==> src/rtl/rc5_crypt_engine.sv <==
// rc5_crypt_engine: RC5-W/R/B key expansion with one-block-at-a-time encrypt/decrypt.
// Build option RC5_ZEROIZE_EN adds a zeroize input that wipes all key material.
module rc5_crypt_engine #(
    parameter int W = 32,
    parameter int R = 12,
    parameter int B = 16,
    parameter logic [W-1:0] PW = 32'hB7E15163,
    parameter logic [W-1:0] QW = 32'h9E3779B9,
    localparam int KAW = (B > 1) ? $clog2(B) : 1
) (
    input  logic           clk,
    input  logic           rst,
`ifdef RC5_ZEROIZE_EN
    input  logic           zeroize,
`endif
    input  logic           key_wr,
    input  logic [KAW-1:0] key_addr,
    input  logic [7:0]     key_byte,
    input  logic           key_start,
    output logic           key_ready,
    input  logic           in_valid,
    output logic           in_ready,
    input  logic           mode,
    input  logic [W-1:0]   A,
    input  logic [W-1:0]   B_in,
    output logic           out_valid,
    input  logic           out_ready,
    output logic [W-1:0]   A_out,
    output logic [W-1:0]   B_out
);

    localparam int WB   = W / 8;
    localparam int LW   = $clog2(W);
    localparam int T    = 2 * (R + 1);
    localparam int C    = (B + WB - 1) / WB;
    localparam int KP   = C * WB;
    localparam int NMIX = 3 * ((T > C) ? T : C);
    localparam int TW   = $clog2(T);
    localparam int CW   = (C > 1) ? $clog2(C) : 1;
    localparam int NW   = $clog2(NMIX + 1);

    typedef enum logic [2:0] {
        IDLE, S_INIT, MIX, ENC_PRE, ENC_RND, DEC_RND, DEC_POST
    } state_t;

    state_t state, state_n;

    logic zz;
`ifdef RC5_ZEROIZE_EN
    assign zz = zeroize;
`else
    assign zz = 1'b0;
`endif

    logic [7:0]   kmem   [KP];
    logic [W-1:0] s_tab  [T];
    logic [W-1:0] l_tab  [C];
    logic [W-1:0] l_init [C];

    logic [NW-1:0] cnt;
    logic [TW-1:0] mi;
    logic [CW-1:0] mj;
    logic [W-1:0]  sval, ma, mb, ra, rb;
    logic [7:0]    rk;

    function automatic logic [W-1:0] rotl(input logic [W-1:0] x,
                                          input logic [W-1:0] n);
        logic [2*W-1:0] t;
        t = {x, x} << n[LW-1:0];
        return t[2*W-1:W];
    endfunction

    function automatic logic [W-1:0] rotr(input logic [W-1:0] x,
                                          input logic [W-1:0] n);
        logic [2*W-1:0] t;
        t = {x, x} >> n[LW-1:0];
        return t[W-1:0];
    endfunction

    logic idle, acc, ks_go, init_last, mix_last;

    assign idle      = state == IDLE;
    assign in_ready  = idle & key_ready & ~out_valid;
    assign acc       = in_valid & in_ready;
    assign ks_go     = key_start & idle & ~out_valid & ~acc;
    assign init_last = cnt == NW'(T - 1);
    assign mix_last  = cnt == NW'(NMIX - 1);

    logic [W-1:0] mix_a, mix_ab, mix_b;

    assign mix_a  = rotl(s_tab[mi] + ma + mb, W'(3));
    assign mix_ab = mix_a + mb;
    assign mix_b  = rotl(l_tab[mj] + mix_ab, mix_ab);

    logic [TW-1:0] ix0, ix1;
    logic [W-1:0]  enc_a, enc_b, dec_a, dec_b;

    assign ix0   = TW'({rk, 1'b0});
    assign ix1   = TW'({rk, 1'b1});
    assign enc_a = rotl(ra ^ rb, rb) + s_tab[ix0];
    assign enc_b = rotl(rb ^ enc_a, enc_a) + s_tab[ix1];
    assign dec_b = rotr(rb - s_tab[ix1], ra) ^ ra;
    assign dec_a = rotr(ra - s_tab[ix0], dec_b) ^ dec_b;

    // Unused high bytes of the last L word come out as zero.
    always_comb begin
        for (int j = 0; j < C; j++) begin
            l_init[j] = '0;
            for (int k = 0; k < WB; k++)
                if (j * WB + k < B)
                    l_init[j][k*8 +: 8] = kmem[j * WB + k];
        end
    end

    always_ff @(posedge clk or posedge rst) begin
        if (rst) state <= IDLE;
        else     state <= state_n;
    end

    always_comb begin
        state_n = state;
        if (zz) begin
            state_n = IDLE;
        end else begin
            case (state)
                IDLE: begin
                    if (acc)        state_n = mode ? DEC_RND : ENC_PRE;
                    else if (ks_go) state_n = S_INIT;
                end
                S_INIT:   if (init_last) state_n = MIX;
                MIX:      if (mix_last) state_n = IDLE;
                ENC_PRE:  state_n = ENC_RND;
                ENC_RND:  if (rk == 8'(R)) state_n = IDLE;
                DEC_RND:  if (rk == 8'd1) state_n = DEC_POST;
                DEC_POST: state_n = IDLE;
                default:  state_n = IDLE;
            endcase
        end
    end

    // Key storage has no reset; only zeroize clears it.
    always_ff @(posedge clk) begin
        if (zz) begin
            for (int i = 0; i < KP; i++) kmem[i] <= '0;
            for (int i = 0; i < T; i++) s_tab[i] <= '0;
            for (int i = 0; i < C; i++) l_tab[i] <= '0;
        end else begin
            if (key_wr && state != S_INIT && state != MIX && 32'(key_addr) < B)
                kmem[key_addr] <= key_byte;
            if (ks_go)
                for (int i = 0; i < C; i++) l_tab[i] <= l_init[i];
            if (state == S_INIT)
                s_tab[TW'(cnt)] <= sval;
            if (state == MIX) begin
                s_tab[mi] <= mix_a;
                l_tab[mj] <= mix_b;
            end
        end
    end

    always_ff @(posedge clk or posedge rst) begin
        if (rst) begin
            key_ready <= 1'b0; out_valid <= 1'b0;
            A_out <= '0; B_out <= '0;
            cnt <= '0; mi <= '0; mj <= '0; rk <= '0;
            sval <= '0; ma <= '0; mb <= '0; ra <= '0; rb <= '0;
        end else if (zz) begin
            key_ready <= 1'b0; out_valid <= 1'b0;
            A_out <= '0; B_out <= '0;
            cnt <= '0; mi <= '0; mj <= '0; rk <= '0;
            sval <= '0; ma <= '0; mb <= '0; ra <= '0; rb <= '0;
        end else begin
            if (out_valid && out_ready) out_valid <= 1'b0;
            case (state)
                IDLE: begin
                    if (acc) begin
                        ra <= A;
                        rb <= B_in;
                        rk <= 8'(R);
                    end else if (ks_go) begin
                        key_ready <= 1'b0;
                        cnt <= '0;
                        sval <= PW;
                    end
                end
                S_INIT: begin
                    sval <= sval + QW;
                    cnt <= cnt + 1'b1;
                    if (init_last) begin
                        cnt <= '0; mi <= '0; mj <= '0;
                        ma <= '0; mb <= '0;
                    end
                end
                MIX: begin
                    ma <= mix_a;
                    mb <= mix_b;
                    mi <= (mi == TW'(T - 1)) ? '0 : mi + 1'b1;
                    mj <= (mj == CW'(C - 1)) ? '0 : mj + 1'b1;
                    cnt <= cnt + 1'b1;
                    if (mix_last) key_ready <= 1'b1;
                end
                ENC_PRE: begin
                    ra <= ra + s_tab[0];
                    rb <= rb + s_tab[1];
                    rk <= 8'd1;
                end
                ENC_RND: begin
                    ra <= enc_a;
                    rb <= enc_b;
                    rk <= rk + 8'd1;
                    if (rk == 8'(R)) begin
                        A_out <= enc_a;
                        B_out <= enc_b;
                        out_valid <= 1'b1;
                    end
                end
                DEC_RND: begin
                    ra <= dec_a;
                    rb <= dec_b;
                    rk <= rk - 8'd1;
                end
                DEC_POST: begin
                    A_out <= ra - s_tab[0];
                    B_out <= rb - s_tab[1];
                    out_valid <= 1'b1;
                end
                default: ;
            endcase
        end
    end

endmodule

==> config.mk <==
export PLATFORM = sky130hd
export DESIGN_NAME = rc5_crypt_engine
export DESIGN_NICKNAME = d
export VERILOG_FILES = /design/src/rtl/rc5_crypt_engine.sv
export SDC_FILE = /design/constraint.sdc
export NUM_CORES = 2
export LEC_CHECK = 0
export CORE_UTILIZATION = 40
export CTS_BUF_LIST = sky130_fd_sc_hd__clkbuf_16
export DETAILED_ROUTE_END_ITERATION = 6
export HOLD_SLACK_MARGIN = 0.1
export PLACE_DENSITY_LB_ADDON = 0.1
export SLEW_MARGIN = 20
export SYNTH_ARGS = -nofsm -noshare
export SYNTH_HDL_FRONTEND = slang
export SYNTH_SLANG_ARGS = --single-unit
==> constraint.sdc <==
create_clock -name clk -period 14.3 [get_ports clk]
set_clock_uncertainty 0.05 [all_clocks]
set_input_delay 2.86 -clock clk [delete_from_list [all_inputs] [get_ports clk]]
set_output_delay 2.86 -clock clk [all_outputs]
set_load 0.05 [all_outputs]
==> results.txt <==
Finished Cell Area: 0.100 mm^2
critical path's largest stage delay: 560 ps
Final period util: 94.6%
Tightest Hold Check Type: reg -> reg
Final Hold Fails: 0
Startpoint Class: flop
Bufs and invs on worst path: 2
root buffer cell: clkbuf_16
full die area: 0.226 mm^2
H-Tree Depth: 4
DP HPWL: 274000 um
CP most frequent cell: a21oi_1
DRT iter0 DRCs: 8768
TritonRoute pass-1 iters: 6
Max transition margin: 12.1%
io pins: 150
placed cell area: 0.0952 mm^2
critical path's top delay family: compound AO/OA/AOI/OAI gates
Tightest Pin Transition: 1310 ps
DRT Wirelength: 373000 um
EDFF count, synth: 1088
CTS Hold Bufs: 0
CTS Sinks: 1339
Worst Path Required: 14830 ps
Area growth syn-to-layout: 11.8%
initial antenna violation count: 19
Worst R2R Setup Slack: 770 ps
Layout Cells excl Fill: 11100
Max Slew Vio Count: 0
R2R Path Start: mi[1]
initial core utilization: 40.3%
Gate Count Post-Synth: 7997
chip width: 476 um
Syn Area/Cell: 11.2 um^2
Crit. End Element: flop
Crit Path Class: reg -> reg
hold path depth: 2
CTS tree: yes
placed cells: 10800
CORE AREA: 0.223 mm^2
max_cap viols: 0
GRT overflow: 0
Fill cells: 20500
status: completed
CP max stage cell: dfrtp_4
Finish-stage setup viols: 0
Critical Path Fanout Max: 13
post-synth cell types: 91
mapped cell area: 0.0898 mm^2
worst skew pair latency: 860 ps
RD Place Congestion: 1.05
ANT nets after route: 0
pre-CTS setup slack: 297 ps
Worst-path clk slew: 60 ps
R2R depth: 56
Clock Tree Buf Depth: 3
GRT Overall Usage: 32.5%
sequential share of the synthesized area: 43.4%
drt wl/cell: 33.5 um
hold path start: ma[26]
syn_nets: 8470
Hold Path End: ma[26]
worst path arrival time: 14060 ps
fraction of layout cells with a size suffix above 1: 15.2%
Max Freq: 73.9 MHz
IO buf count: 149
Synth Flop Type: edfxtp_1
post-synthesis sequential element count: 1339
Core Rows: 173
vias after detailed routing: 71600
async set-reset flop share out of synthesis: 18.7%
min Tclk post-route: 13530 ps
vias per inst: 6.43
setup TNS: 0 ps
Final Worst Setup Slack: 766 ps
number of global-route vias before repair: 67500
reg2reg end: l_tab[3][3]
Die Y-Extent: 476 um
DRC viols: 0
first-pass GRT wire length: 519000 um
CTS buffer count: 155
largest net degree at the start of global routing: 129
Final #Nets: 8498
Syn. warnings: 0
## layer usage
layer | global-route usage (%) | share of wire (%)
met3 | 6.20 | 8.3
met2 | 50.8 | 45
met4 | 17.0 | 6.0
met1 | 42.9 | 40
met5 | 0 | 0.033
## layout make-up
type | count | area, um^2 | share of cell area, %
multi-input cells | 5858 | 48300 | 48.1
flip-flops and latches | 1339 | 39000 | 38.8
clock buffers | 155 | 3880 | 3.86
well taps | 2975 | 3720 | 3.71
repair buffers | 357 | 3160 | 3.15
inverters | 314 | 1190 | 1.18
clock inverters | 131 | 1160 | 1.16
diodes | 6 | 15.0 | 0.0149
## cell families after synthesis
kind of cell	share of synthesized area, %
flip-flops	43.4
XOR/XNOR	4.16
AO/OA/AOI/OAI	14.4
AND/OR/NAND/NOR	10.3
adder cells (fa/ha/maj)	5.78
buffers and inverters	3.38
multiplexers	18.6
## cells in the mapped netlist, types with 32 or more instances
cell      number  area share [%]
o211ai_1      68            0.57
nor2b_1       78            0.54
a221oi_1      42            0.41
xor2_1       153             1.5
mux2i_1      298             3.3
fa_1          42            0.94
a211oi_1      98            0.82
and2_1        44            0.31
nand2b_1      57            0.40
nand3_1      108            0.60
nor3_1       139            0.77
edfxtp_1    1088              36
nand2_1      806             3.4
a221o_1       32            0.36
inv_1        306             1.3
a22oi_1       41            0.34
o21a_1        43            0.36
and3_1        55            0.38
or3_1         61            0.42
a21oi_1      521             2.9
dfrtp_1      251             7.0
buf_1         88            0.37
a21o_1       113            0.94
o22ai_1       42            0.29
o221ai_1      55            0.54
a31oi_1       75            0.52
mux2_2        99             1.2
xnor2_1      268             2.6
ha_1         348             4.8
clkbuf_1     378             1.6
nor2_1       612             2.6
o21bai_1      58            0.48
o21ai_0      520             2.9
mux4_2       560              14
## how the worst max path moves through the flow
| stage | depth (start not counted) | slack (ps) | from | endpoint |
|---|---|---|---|---|
| floorplan | 55 | 1470 | mi[1] | l_tab[3][19] |
| global placement | 55 | 420 | mi[1] | l_tab[3][3] |
| detailed placement | 55 | 300 | mi[1] | l_tab[3][3] |
| CTS | 55 | 260 | mi[1] | l_tab[3][3] |
| global route | 58 | -80 | mi[1] | l_tab[3][3] |
| finish | 56 | 770 | mi[1] | l_tab[3][3] |
## flip-flops by register name, summed over array words and instances (netlist names), 7 cells and up
register / cells
s_tab: 832
kmem: 128
l_tab: 128
A_out: 32
B_out: 32
ma: 32
mb: 32
ra: 32
rb: 32
sval: 32
rk: 8
cnt: 7
## stage by stage
stage               utilization [%]  hold slack [ps]
floorplan                         -              396
global placement               42.7              412
detailed placement             42.8              418
CTS                            45.0              433
global route                   45.1              456
finish                         45.1              431
## cell usage in the layout, fill, tap and decap left out, types with 113 or more instances in the layout
cell and count:
inv_1 349, o21ai_0 516, mux2i_1 297, buf_4 199, nor3_1 134, dfrtp_1 237, ha_1 348, a21oi_1 512
a21o_1 113, clkbuf_16 155, nand2_1 799, nor2_1 576, mux4_2 560, xnor2_1 262, clkdlybuf4s50_1 149, edfxtp_1 1088
xor2_1 150
## worst register-to-register path: cells and delay by family, from the launching register on
| kind | cells | cell delay [ps] |
|---|---|---|
| compound gates | 31 | 6440 |
| xor+xnor | 3 | 550 |
| mux | 4 | 1830 |
| fa+ha+maj | 5 | 1750 |
| simple gates | 11 | 1750 |
| flops | 1 | 560 |
| buf+inv | 2 | 370 |
## repair_timing
action,4_1_cts,5_1_grt
setup endpoints to repair,0,160
resized for setup,0,15
setup buffers,0,10
Power is not shown: default switching activity piles up to over one toggle a cycle in this logic, so the estimate is an artifact.
